[config.mk]
export PLATFORM = sky130hd
export DESIGN_NAME = backdoor_ctrl
export DESIGN_NICKNAME = d
export VERILOG_FILES = /design/src/rtl/backdoor_pkg.sv /design/src/rtl/backdoor_decode.sv /design/src/rtl/backdoor_ctrl.sv
export SDC_FILE = /design/constraint.sdc
export NUM_CORES = 1
export LEC_CHECK = 0
export ABC_AREA = 1
export BUFFER_PORTS_ARGS = -buffer_cell sky130_fd_sc_hd__buf_2
export CAP_MARGIN = 15
export CORE_AREA = 3 3 161 163
export DETAILED_ROUTE_END_ITERATION = 16
export DIE_AREA = 0 0 164 166
export GPL_ROUTABILITY_DRIVEN = 0
export SYNTH_ARGS = -nofsm -noshare
export SYNTH_HDL_FRONTEND = slang
export SYNTH_HIERARCHICAL = 1
export SYNTH_SLANG_ARGS = --single-unit
[constraint.sdc]
create_clock -name clock -period 1.6 [get_ports clock]
set_input_delay 0.24 -clock clock [delete_from_list [all_inputs] [get_ports clock]]
set_output_delay 0.24 -clock clock [all_outputs]
set_load 0.01 [all_outputs]
[src/rtl/backdoor_pkg.sv]
// Shared definitions for the backdoor controller: FSM encoding, select bases,
// offset width and the saturating counter helper.
package backdoor_pkg;

  typedef enum logic [2:0] {
    ST_IDLE      = 3'd0,
    ST_SYNC_WAIT = 3'd1,
    ST_SETTLE    = 3'd2,
    ST_ACCESS    = 3'd3,
    ST_RESP      = 3'd4,
    ST_HOLD      = 3'd5
  } state_t;

  localparam logic [3:0] ROM_SEL_BASE = 4'h0;
  localparam logic [3:0] RAM_SEL_BASE = 4'h8;
  localparam int         OFFSET_W     = 12;
  localparam int         CNT_W        = 8;

  function automatic logic [CNT_W-1:0] sat_inc(input logic [CNT_W-1:0] v);
    if (v == {CNT_W{1'b1}}) begin
      return v;
    end else begin
      return v + {{(CNT_W-1){1'b0}}, 1'b1};
    end
  endfunction

endpackage

[src/rtl/backdoor_decode.sv]
// Maps the address select nibble onto a one-hot target vector (ROMs first,
// then RAMs) and flags whether the nibble hits any target.
module backdoor_decode
  import backdoor_pkg::*;
#(
  parameter int NUM_ROM = 5,
  parameter int NUM_RAM = 2
) (
  input  logic [3:0]                 sel,
  output logic [NUM_ROM+NUM_RAM-1:0] tgt_vec,
  output logic                       mapped
);

  logic [31:0] sel_ext_s;

  assign sel_ext_s = {28'd0, sel};

  // Compare the nibble against each target's select code.
  always_comb begin
    tgt_vec = '0;
    for (int k = 0; k < NUM_ROM; k++) begin
      tgt_vec[k] = (sel_ext_s == ({28'd0, ROM_SEL_BASE} + 32'(k)));
    end
    for (int k = 0; k < NUM_RAM; k++) begin
      tgt_vec[NUM_ROM+k] = (sel_ext_s == ({28'd0, RAM_SEL_BASE} + 32'(k)));
    end
    mapped = |tgt_vec;
  end

endmodule

[src/rtl/backdoor_ctrl.sv]
// Wishbone debug slave that halts the CPU, aligns to an instruction boundary and
// forwards one transaction to a ROM/RAM backdoor. Optional macro: BACKDOOR_ERR_EN.
module backdoor_ctrl
  import backdoor_pkg::*;
#(
  parameter int NUM_ROM       = 5,
  parameter int NUM_RAM       = 2,
  parameter int SETTLE_CYCLES = 8,
  parameter int SYNC_TIMEOUT  = 64,
  parameter int ACK_TIMEOUT   = 32,
  parameter int HOLD_CYCLES   = 16
) (
  input  logic                              clock,
  input  logic                              reset,
  input  logic                              sync,
  output logic                              halt,
  input  logic                              wb_cyc_i,
  input  logic                              wb_strobe_i,
  input  logic                              wb_we_i,
  input  logic [31:0]                       wb_addr_i,
  input  logic [31:0]                       wb_data_i,
  output logic [31:0]                       wb_data_o,
  output logic                              wb_ack_o,
`ifdef BACKDOOR_ERR_EN
  output logic                              wb_err_o,
`endif
  output logic [NUM_ROM+NUM_RAM-1:0]        tgt_cyc_o,
  output logic [NUM_ROM+NUM_RAM-1:0]        tgt_strobe_o,
  output logic                              tgt_we_o,
  output logic [31:0]                       tgt_addr_o,
  output logic [31:0]                       tgt_data_o,
  input  logic [32*(NUM_ROM+NUM_RAM)-1:0]   tgt_data_i,
  input  logic [NUM_ROM+NUM_RAM-1:0]        tgt_ack_i
);

  localparam int NT = NUM_ROM + NUM_RAM;
  localparam logic [CNT_W-1:0] SYNC_LAST   = CNT_W'(SYNC_TIMEOUT - 1);
  localparam logic [CNT_W-1:0] SETTLE_LAST = CNT_W'(SETTLE_CYCLES - 1);
  localparam logic [CNT_W-1:0] ACK_LAST    = CNT_W'(ACK_TIMEOUT - 1);
  localparam logic [CNT_W-1:0] HOLD_LAST   = CNT_W'(HOLD_CYCLES - 1);

  state_t                state_r, state_nxt_s;
  logic [CNT_W-1:0]      cnt_r;
  logic [OFFSET_W-1:0]   addr_r;
  logic                  we_r, mapped_r;
  logic [31:0]           wdata_r;
  logic [NT-1:0]         vec_r, dec_vec_s;
  logic                  dec_mapped_s, load_s, ack_hit_s, resp_err_s, resp_nxt_s, halt_nxt_s;
  logic [31:0]           rd_data_s, rdata_nxt_s, addr_nxt_s, wdata_nxt_s;
  logic [NT-1:0]         stb_nxt_s;
  logic                  we_nxt_s, ack_nxt_s;
  logic                  unused_addr_s;
`ifdef BACKDOOR_ERR_EN
  logic                  err_nxt_s;
`endif

  assign unused_addr_s = ^wb_addr_i[31:16];
  assign load_s    = ((state_r == ST_IDLE) || (state_r == ST_HOLD)) && wb_cyc_i && wb_strobe_i;
  assign ack_hit_s = |(tgt_ack_i & vec_r);

  backdoor_decode #(.NUM_ROM(NUM_ROM), .NUM_RAM(NUM_RAM)) u_decode (
    .sel     (wb_addr_i[15:12]),
    .tgt_vec (dec_vec_s),
    .mapped  (dec_mapped_s)
  );

  // Read-data mux: only the latched target's slice can reach the host.
  always_comb begin
    rd_data_s = '0;
    for (int k = 0; k < NT; k++) begin
      rd_data_s = rd_data_s | (tgt_data_i[32*k +: 32] & {32{vec_r[k]}});
    end
  end

  // Next-state logic; host abandonment takes priority over every wait.
  always_comb begin
    state_nxt_s = state_r;
    resp_err_s  = 1'b0;
    case (state_r)
      ST_IDLE: begin
        if (load_s) state_nxt_s = ST_SYNC_WAIT;
        else        state_nxt_s = ST_IDLE;
      end
      ST_SYNC_WAIT: begin
        if (!wb_cyc_i)                            state_nxt_s = ST_HOLD;
        else if ((sync && halt) || (cnt_r == SYNC_LAST)) state_nxt_s = ST_SETTLE;
        else                                      state_nxt_s = ST_SYNC_WAIT;
      end
      ST_SETTLE: begin
        if (!wb_cyc_i)                  state_nxt_s = ST_HOLD;
        else if (cnt_r == SETTLE_LAST)  state_nxt_s = ST_ACCESS;
        else                            state_nxt_s = ST_SETTLE;
      end
      ST_ACCESS: begin
        if (!wb_cyc_i) begin
          state_nxt_s = ST_HOLD;
        end else if (!mapped_r || (!ack_hit_s && (cnt_r == ACK_LAST))) begin
          state_nxt_s = ST_RESP;
          resp_err_s  = 1'b1;
        end else if (ack_hit_s) begin
          state_nxt_s = ST_RESP;
        end else begin
          state_nxt_s = ST_ACCESS;
        end
      end
      ST_RESP: state_nxt_s = ST_HOLD;
      ST_HOLD: begin
        if (load_s)                  state_nxt_s = ST_ACCESS;
        else if (cnt_r == HOLD_LAST) state_nxt_s = ST_IDLE;
        else                         state_nxt_s = ST_HOLD;
      end
      default: state_nxt_s = ST_IDLE;
    endcase
  end

  // Output next-values; a request taken in HOLD is forwarded straight from the bus.
  always_comb begin
    halt_nxt_s = (state_nxt_s != ST_IDLE);
    resp_nxt_s = (state_nxt_s == ST_RESP);
    if (state_nxt_s == ST_ACCESS) begin
      stb_nxt_s   = load_s ? dec_vec_s : vec_r;
      we_nxt_s    = load_s ? wb_we_i : we_r;
      addr_nxt_s  = {20'd0, (load_s ? wb_addr_i[OFFSET_W-1:0] : addr_r)};
      wdata_nxt_s = load_s ? wb_data_i : wdata_r;
    end else begin
      stb_nxt_s   = '0;
      we_nxt_s    = 1'b0;
      addr_nxt_s  = 32'd0;
      wdata_nxt_s = 32'd0;
    end
    if (resp_nxt_s && !resp_err_s && !we_r) rdata_nxt_s = rd_data_s;
    else                                    rdata_nxt_s = 32'd0;
`ifdef BACKDOOR_ERR_EN
    ack_nxt_s = resp_nxt_s && !resp_err_s;
    err_nxt_s = resp_nxt_s && resp_err_s;
`else
    ack_nxt_s = resp_nxt_s;
`endif
  end

  // State, saturating counter and registered outputs.
  always_ff @(posedge clock or negedge reset) begin
    if (!reset) begin
      state_r      <= ST_IDLE;
      cnt_r        <= '0;
      halt         <= 1'b0;
      wb_ack_o     <= 1'b0;
      wb_data_o    <= 32'd0;
      tgt_cyc_o    <= '0;
      tgt_strobe_o <= '0;
      tgt_we_o     <= 1'b0;
      tgt_addr_o   <= 32'd0;
      tgt_data_o   <= 32'd0;
`ifdef BACKDOOR_ERR_EN
      wb_err_o     <= 1'b0;
`endif
    end else begin
      state_r      <= state_nxt_s;
      cnt_r        <= (state_nxt_s != state_r) ? '0 : sat_inc(cnt_r);
      halt         <= halt_nxt_s;
      wb_ack_o     <= ack_nxt_s;
      wb_data_o    <= rdata_nxt_s;
      tgt_cyc_o    <= stb_nxt_s;
      tgt_strobe_o <= stb_nxt_s;
      tgt_we_o     <= we_nxt_s;
      tgt_addr_o   <= addr_nxt_s;
      tgt_data_o   <= wdata_nxt_s;
`ifdef BACKDOOR_ERR_EN
      wb_err_o     <= err_nxt_s;
`endif
    end
  end

  // Request capture.
  always_ff @(posedge clock or negedge reset) begin
    if (!reset) begin
      addr_r   <= '0;
      we_r     <= 1'b0;
      wdata_r  <= 32'd0;
      vec_r    <= '0;
      mapped_r <= 1'b0;
    end else if (load_s) begin
      addr_r   <= wb_addr_i[OFFSET_W-1:0];
      we_r     <= wb_we_i;
      wdata_r  <= wb_data_i;
      vec_r    <= dec_vec_s;
      mapped_r <= dec_mapped_s;
    end else begin
      addr_r   <= addr_r;
      we_r     <= we_r;
      wdata_r  <= wdata_r;
      vec_r    <= vec_r;
      mapped_r <= mapped_r;
    end
  end

endmodule

==> results.cfg <==
[floorplanning]
die_w_um = 164
core.rowCount = 57
die_h_um = 166
start_util = 0.297
die_area_um2 = 27200
ioPinCount = 414
fp.coreArea_um2 = 24500

[timing]
setup_viol = 99
tightest_slew_ns = 0.877
hold_viol_final = 0
finalClockSkew_ns = 0.0113
period_share = 1.21
rsz0062_at_grt = true
timing.fmax_mhz = 516
maxSlewViolCount = 0
setup_slack_ns = -0.337
timing.final.crit_period_ns = 1.94
timing.slew.headroom = 0.400

[worst_setup_path]
required_ns = 1.96
arrival_ns = 2.30
worstSetupStartpointType = register
critical_path_class = register to register
critPathBufInv = 2
critPathTopFamily = simple AND/OR/NAND/NOR gates
crit_slowest_cell = dfrtp_1
cp_common_cell = nand2_1
slowest_delay_ns = 0.41
path_cells = ha_4, nand3_4, inv_1, nand2_1, nand2_1, nand2_1, nand2_1, nand2_2, nand3_4, nor2_4, nand3_4, clkbuf_16, nor2_4
cp-end-kind = register
cp_max_fo = 8

[pwr]
total_power_mw = 20.4
p_leak_nw = 6.62
p_int_mw = 11.9
power_density_nw_per_um2 = 1700
p_sw_frac = 0.416
power_frac_clock = 0.204
ir_worst_vdd_mv = 0.856
combPwrFrac = 0.526
seq_power_share = 0.270
p_sw_mw = 8.49

[clock_tree]
cts_buffers = 17
htree_levels = 4
path_clk_slew_ns = 0.07
clk_path_buf_depth = 2
clk_latency_ns = 0.42
root_buffer = clkbuf_16
clock-sinks = 150
cts_tree = built

[routing]
viasPerCell = 4.64
drc_errors = 0
postRouteAntennaNets = 0
vias = 7733
finalWirelength_um = 30500
drtIter0Drc = 303
routedWlPerCell_um = 18.3
drt_first_pass_iters = 5

[layout]
layout_commonest_cell = buf_2
layout-drive-gt1-share = 0.530
final_nets = 1628
final_area_um2 = 12000
syn_to_final_growth_pct = 65.3
mostFrequentLayoutCells = buf_2, nand2_1, dfrtp_1

[global_routing]
grt_overflow = 0
track_usage = 0.189
grt_max_degree = 42
grt_pass1_wl_um = 39800
grt_pass1_vias = 7227
grt_antenna_before_repair = 10

[logic_synthesis]
ys_types = 33
yosys.area.top_type = dfrtp_1
syn_area_um2 = 7280
syn_avg_cell_area_um2 = 8.22
synthCells = 885
ys_warn_count = 6
synth_seq_cells = 150
yosysTopAreaCellShare = 0.516
ys_top_cells_by_area = dfrtp_1, nand2_1, inv_1, nor2_1, a22o_1
yosysSeqAreaShare = 0.516

[run_status]
status = finished with violations
violations = setup timing

[run]
drv_cap = 0

[placed_design]
hpwl_um = 20800
io_buffers = 377
place_area_um2 = 9800

[min_path]
worstHoldPathType = input pin to register
## metal layers
layer,up-vias,GRT usage,part of all wire
met5,-,0,0.0022
met4,10,0.0691,0.027
met3,45,0.0636,0.080
met2,324,0.306,0.49
met1,3689,0.235,0.40
li1,3665,-,-
## worst register-to-register path: cells and delay by family (launching register included)
family	cells	cell delay (ns)
adder cells (fa/ha/maj)	1	0.20
buffers and inverters	2	0.31
flip-flops	1	0.41
AND/OR/NAND/NOR	10	0.98
## synth_stat cells, drive strengths merged
| cell type | instances |
|---|---|
| mux2 | 1 |
| nand4 | 17 |
| a221oi | 12 |
| o21ai | 60 |
| nand3 | 22 |
| inv | 132 |
| clkbuf | 25 |
| o31ai | 1 |
| a21oi | 37 |
| nor2 | 119 |
| a21o | 1 |
| conb | 1 |
| a22o | 40 |
| a2111oi | 9 |
| o21bai | 2 |
| o21a | 1 |
| xor2 | 1 |
| nand2 | 200 |
| buf | 49 |
| nor3 | 3 |
| ha | 1 |
| dfrtp | 150 |
| nor4 | 1 |
## power groups by stage
stage | clock, mW | combinational [mW] | sequential (mW)
CTS | 4.28 | 7.71 | 5.48
detailed placement | 0 | 7.50 | 5.52
global placement | 0 | 7.42 | 5.52
global route | 4.47 | 11.7 | 5.63
finish | 4.17 | 10.7 | 5.50
floorplan | 0 | 4.24 | 5.70
## cell type report
cell class / count / area (um2)
Antenna cell: 6 / 15.0
Inverter: 132 / 498
Tap cell: 324 / 405
Sequential cell: 150 / 3750
Fill cell: 2350 / 12400
Clock inverter: 13 / 174
Multi-Input combinational cell: 550 / 3700
Timing Repair Buffer: 475 / 3060
Clock buffer: 17 / 425
## flip-flops by register name, summed over array words and instances (netlist names)
register	cells
wdata_r	32
wb_data_o	32
halt	1
we_r	1
mapped_r	1
tgt_addr_o	12
wb_ack_o	1
cnt_r	8
tgt_data_o	32
tgt_strobe_o	7
vec_r	7
state_r	3
addr_r	12
tgt_we_o	1
## path summary, 6_finish.rpt
check,startpoint,endpoint,slack (ns),cells past startpoint
min reg2reg,wdata_r[2],wdata_r[2],0.55,4
max in group asynchronous,reset,tgt_addr_o[5],0.68,3
min in group asynchronous,reset,wb_data_o[24],0.34,2
min,wb_data_i[22],wdata_r[22],0.05,3
max,cnt_r[1],wb_data_o[17],-0.34,13
max reg2reg,cnt_r[1],wb_data_o[17],-0.34,13
## cells by family (layout without fill, tap and decap cells)
kind of cell	after synthesis	after routing	share of synthesized area
mux	1	1	0.00155
buf+inv	206	637	0.126
compound gates	163	163	0.145
xor+xnor	1	1	0.00120
flops	150	150	0.516
fa+ha+maj	1	1	0.00172
other cells	1	26	0.000515
simple gates	362	364	0.208
## metrics by stage
stage                     setup TNS (ns)  worst slack (ns)  instances  utilization  hold slack (ns)
after floorplan                    -3.80           -0.0559        904            -          -0.0556
after global placement            -23.27            -0.335       1594        0.400            0.189
after detailed placement          -27.51            -0.327       1594        0.400            0.193
after CTS                         -24.15            -0.311       1625        0.427           0.0241
after global routing              -37.47            -0.456       1667        0.492           0.0401
final                             -24.86            -0.337       1667        0.492           0.0469
## what timing repair did
action,in CTS,in global routing
setup endpoints to repair,147,148
cloned,0,21
resized for setup,60,276
setup buffers,0,16
pin swaps,1,13
hold buffers,1,0
endpoints found under the hold margin,36,0
Note: power is estimated with default switching activity, not from simulation.
